$ cat config.mk
export PLATFORM = sky130hd
export DESIGN_NAME = suma_serial
export DESIGN_NICKNAME = d
export VERILOG_FILES = /design/src/rtl/suma_serial.sv
export SDC_FILE = /design/constraint.sdc
export NUM_CORES = 1
export LEC_CHECK = 0
export BUFFER_PORTS_ARGS = -buffer_cell sky130_fd_sc_hd__buf_4
export CAP_MARGIN = 20
export CELL_PAD_IN_SITES_DETAIL_PLACEMENT = 2
export CELL_PAD_IN_SITES_GLOBAL_PLACEMENT = 2
export CORE_MARGIN = 2
export CORE_UTILIZATION = 38
export CTS_BUF_LIST = sky130_fd_sc_hd__clkbuf_4 sky130_fd_sc_hd__clkbuf_8
export DETAILED_ROUTE_END_ITERATION = 6
export PLACE_DENSITY_LB_ADDON = 0.1
export SLEW_MARGIN = 20
export SYNTH_ARGS = -nofsm -noshare
export SYNTH_HDL_FRONTEND = slang
export SYNTH_SLANG_ARGS = --single-unit
$ cat constraint.sdc
create_clock -name clk -period 3.5 [get_ports clk]
set_clock_uncertainty 0.15 [all_clocks]
set_input_delay 0.7 -clock clk [delete_from_list [all_inputs] [get_ports clk]]
set_output_delay 0.7 -clock clk [all_outputs]
set_load 0.02 [all_outputs]
$ cat src/rtl/suma_serial.sv
// Bit-serial 4-bit adder: one full-adder step per clock, LSB first, with registered sum and flags.
// Optional carry-in port enabled by defining SUMA_SERIAL_CIN_EN.
module suma_serial (
    input  logic       clk,
    input  logic       rst,
    input  logic       start,
    input  logic [3:0] A,
    input  logic [3:0] B,
`ifdef SUMA_SERIAL_CIN_EN
    input  logic       Cin,
`endif
    output logic       busy,
    output logic       done,
    output logic [3:0] S,
    output logic       Z,
    output logic       N,
    output logic       C,
    output logic       V
);

    typedef enum logic [1:0] {
        IDLE  = 2'd0,
        SHIFT = 2'd1,
        DONE  = 2'd2
    } state_t;

    state_t     state_q, state_d;
    logic [3:0] a_q, a_d;
    logic [3:0] b_q, b_d;
    logic [3:0] acc_q, acc_d;
    logic       carry_q, carry_d;
    logic [1:0] idx_q, idx_d;
    logic [3:0] s_q, s_d;
    logic       z_q, z_d;
    logic       n_q, n_d;
    logic       c_q, c_d;
    logic       v_q, v_d;

    logic       cin_init;
    logic       sum_bit;
    logic       cout;

`ifdef SUMA_SERIAL_CIN_EN
    assign cin_init = Cin;
`else
    assign cin_init = 1'b0;
`endif

    always_ff @(posedge clk or posedge rst) begin
        if (rst) begin
            state_q <= IDLE;
            a_q     <= '0;
            b_q     <= '0;
            acc_q   <= '0;
            carry_q <= 1'b0;
            idx_q   <= '0;
            s_q     <= '0;
            z_q     <= 1'b0;
            n_q     <= 1'b0;
            c_q     <= 1'b0;
            v_q     <= 1'b0;
        end else begin
            state_q <= state_d;
            a_q     <= a_d;
            b_q     <= b_d;
            acc_q   <= acc_d;
            carry_q <= carry_d;
            idx_q   <= idx_d;
            s_q     <= s_d;
            z_q     <= z_d;
            n_q     <= n_d;
            c_q     <= c_d;
            v_q     <= v_d;
        end
    end

    // Full adder on the current bit of the latched operands.
    assign sum_bit = a_q[idx_q] ^ b_q[idx_q] ^ carry_q;
    assign cout    = (a_q[idx_q] & b_q[idx_q]) | (carry_q & (a_q[idx_q] ^ b_q[idx_q]));

    always_comb begin
        state_d = state_q;
        a_d     = a_q;
        b_d     = b_q;
        acc_d   = acc_q;
        carry_d = carry_q;
        idx_d   = idx_q;
        s_d     = s_q;
        z_d     = z_q;
        n_d     = n_q;
        c_d     = c_q;
        v_d     = v_q;
        case (state_q)
            IDLE, DONE: begin
                if (start) begin
                    a_d     = A;
                    b_d     = B;
                    carry_d = cin_init;
                    acc_d   = '0;
                    idx_d   = '0;
                    state_d = SHIFT;
                end
            end
            SHIFT: begin
                acc_d[idx_q] = sum_bit;
                carry_d      = cout;
                idx_d        = idx_q + 2'd1;
                if (idx_q == 2'd3) begin
                    // Visible results change only here; carry_q is the carry into bit 3.
                    state_d = DONE;
                    s_d     = {sum_bit, acc_q[2:0]};
                    z_d     = ({sum_bit, acc_q[2:0]} == 4'd0);
                    n_d     = sum_bit;
                    c_d     = cout;
                    v_d     = carry_q ^ cout;
                end
            end
            default: state_d = IDLE;
        endcase
    end

    always_comb begin
        busy = (state_q == SHIFT);
        done = (state_q == DONE);
    end

    assign S = s_q;
    assign Z = z_q;
    assign N = n_q;
    assign C = c_q;
    assign V = v_q;

endmodule

==> impl_metrics.py <==
metrics = {
    "hold_path": {
        "hp-class": "reg2reg",
        "hold_start": "b_q[3]",
    },
    "route": {
        "viasPerCell": 5.01,
        "drt_iter0_markers": 10,
        "wl_per_cell_um": 15.1,
        "dr.pass1.iters": 4,
        "wl_um": 2280,
        "ant_nets": 0,
        "drc": 0,
        "vias": 757,
    },
    "timing": {
        "tns_ns": 0,
        "slew_violations": 0,
        "max_freq_ghz": 0.434,
        "setup_violations": 0,
        "maxSlewHeadroom": 0.417,
        "tightest_slew_ns": 0.874,
        "setup_slack_ns": 1.19,
        "period_minus_slack_ns": 2.31,
        "period_share": 0.659,
        "grt_setup_unrepaired": "false",
        "finalHoldViolations": 0,
    },
    "placed_design": {
        "dp_hpwl_um": 1700,
        "dp_slack_ns": 1.20,
        "io_buffers": 20,
        "gp_congestion": 0.698,
    },
    "global_routing": {
        "grt.overflow.total": 0,
        "grt_antenna_before_repair": 0,
        "grt_pass1_vias": 838,
        "grt.total_usage": 0.159,
        "grt_max_degree": 24,
        "grt_pass1_wl_um": 3920,
    },
    "power": {
        "power.total_mw": 1.17,
        "p_leak_nw": 0.666,
        "max-vdd-ir-drop_mv": 0.419,
        "power.density_mw_per_mm2": 937,
    },
    "yosys": {
        "syn_inst": 100,
        "ys_types": 24,
        "syn_area_sq_mm": 0.00106,
        "synth.top_cell.area_share": 0.544,
        "yosys.area.top_type": "dfrtp_1",
        "ys_ff_latch": 23,
        "yosysSeqAreaShare": 0.544,
        "yosys_warnings": 0,
        "synth_nets": 116,
        "avgSynthCellArea_sq_um": 10.6,
        "yosys-top-cells-area": "dfrtp_1 54%, nand2_1 12%, ha_1 4.7%",
    },
    "critical_path": {
        "max_stage_delay_ns": 0.58,
        "cp_num_buf_inv": 1,
        "path_cells": "mux4_2 > inv_1 > fa_1 > or4b_1 > o21ai_1",
        "required_ns": 3.58,
        "crit-reg2reg-launch": "idx_q[0]",
        "worstPathArrival_ns": 2.39,
        "cp_slowest_cell": "fa_1",
        "crit_start": "idx_q[0]",
        "startpoint_type": "register",
        "critPathTopFamily": "adder cells",
        "worst-setup-path-type": "reg2reg",
        "worst-path-max-fanout": 7,
        "endpoint_kind": "register",
    },
    "cells_and_area": {
        "final_common_cell": "nand2_1",
        "layout_common_cells": "34 x nand2_1, 23 x dfrtp_1, 20 x buf_4",
        "fin_util": 0.460,
        "diodes": 0,
        "drive_above_1_share": 0.250,
        "fill_cells": 306,
        "area_growth_pct": 18.0,
        "finalNetCount": 137,
    },
    "clocking": {
        "holdBufCountCts": 0,
        "htreeDepth": 1,
        "cts_setup_buffers": 0,
        "clockBufferDepth": 2,
        "cts.sinks": 23,
        "clkTransAtPathRegs_ns": 0.13,
        "cts-root-buf": "clkbuf_4",
        "cts_tree": "yes",
        "cts_buffers": 3,
        "cts_resized": 0,
        "clk_latency_ns": 0.31,
    },
    "die": {
        "coreArea_sq_mm": 0.00271,
        "die_height_um": 56.7,
        "num_rows": 19,
        "start_util": 0.390,
        "die_w_um": 56.7,
        "io_pins": 21,
        "die_area_sq_mm": 0.00322,
    },
    "job": {
        "cap_violations": 0,
    },
    "run_status": {
        "status": "completed",
    },
}
worst register-to-register path, stage by stage, from the launching register on:
cell,delay [ns]
dfrtp_1,0.49
mux4_2,0.37
inv_1,0.06
fa_1,0.58
or4b_1,0.45
o21ai_1,0.12
kinds of logic (layout without fill, tap and decap cells):
group / Yosys count / count (layout) / share of synthesized area
adder cells (fa/ha/maj): 5 / 5 / 0.0663
multiplexers: 8 / 8 / 0.107
AO/OA/AOI/OAI: 9 / 9 / 0.0497
flip-flops: 23 / 23 / 0.544
buffers and inverters: 12 / 32 / 0.0556
XOR/XNOR: 1 / 1 / 0.00829
AND/OR/NAND/NOR: 42 / 42 / 0.169
layer usage:
metal / part of all wire / global-route usage / wire length (um) / vias to the layer above
met5: 0 / 0 / 0 / -
met2: 0.54 / 0.299 / 1230 / 14
li1: - / - / - / 360
met3: 0.040 / 0.0207 / 90 / 2
met4: 0.0083 / 0.0598 / 19 / 0
met1: 0.41 / 0.180 / 938 / 381
cell type report:
class | instances | area (sq um) | share of cell area
flip-flops and latches | 23 | 576 | 0.461
multi-input cells | 65 | 423 | 0.339
clock buffers | 4 | 30.0 | 0.0241
well taps | 31 | 38.8 | 0.0311
inverters | 8 | 30.0 | 0.0241
repair buffers | 20 | 150 | 0.120
where the power goes:
group	internal (mW)	switching (mW)
registers	0.383	0.0842
logic	0.257	0.313
clock network	0.0522	0.0799
cells in the mapped netlist:
master      n
mux4_2      2
o21ai_0     6
o2bb2ai_1   1
nor2_1      1
buf_4       1
xor2_1      1
buf_6       1
inv_1       7
o21ai_1     1
ha_1        4
nor2b_1     1
fa_1        1
nand3b_1    1
mux2_2      2
inv_2       1
nand2_1    34
nand2b_1    3
mux2i_1     3
or4b_1      1
mux2_4      1
dfrtp_1    23
nand3_1     1
a22o_1      1
buf_2       2
sequential cells by signal, indices dropped and copies added, names as in the netlist:
name,flops
b_q,4
acc_q,3
V,1
carry_q,1
state_q,2
S,4
a_q,4
Z,1
idx_q,2
C,1
stage by stage:
stage	std cells	area, sq um	hold WS, ns
4_1_cts	151	1250	0.347
2_1_floorplan	100	1060	0.290
3_5_place_dp	147	1220	0.318
5_1_grt	151	1250	0.373
6_report	151	1250	0.335
3_3_place_gp	147	1220	0.310
worst paths after layout:
path	end	slack, ns	depth (start not counted)
setup / recovery	Z	1.19	5
hold reg to reg	b_q[3]	0.34	2
setup reg to reg	Z	1.19	5
max in group asynchronous	Z	2.25	2
min in group asynchronous	idx_q[0]	0.41	2
hold / removal	b_q[3]	0.34	2
No activity file was read; power rests on OpenSTA's default activity.
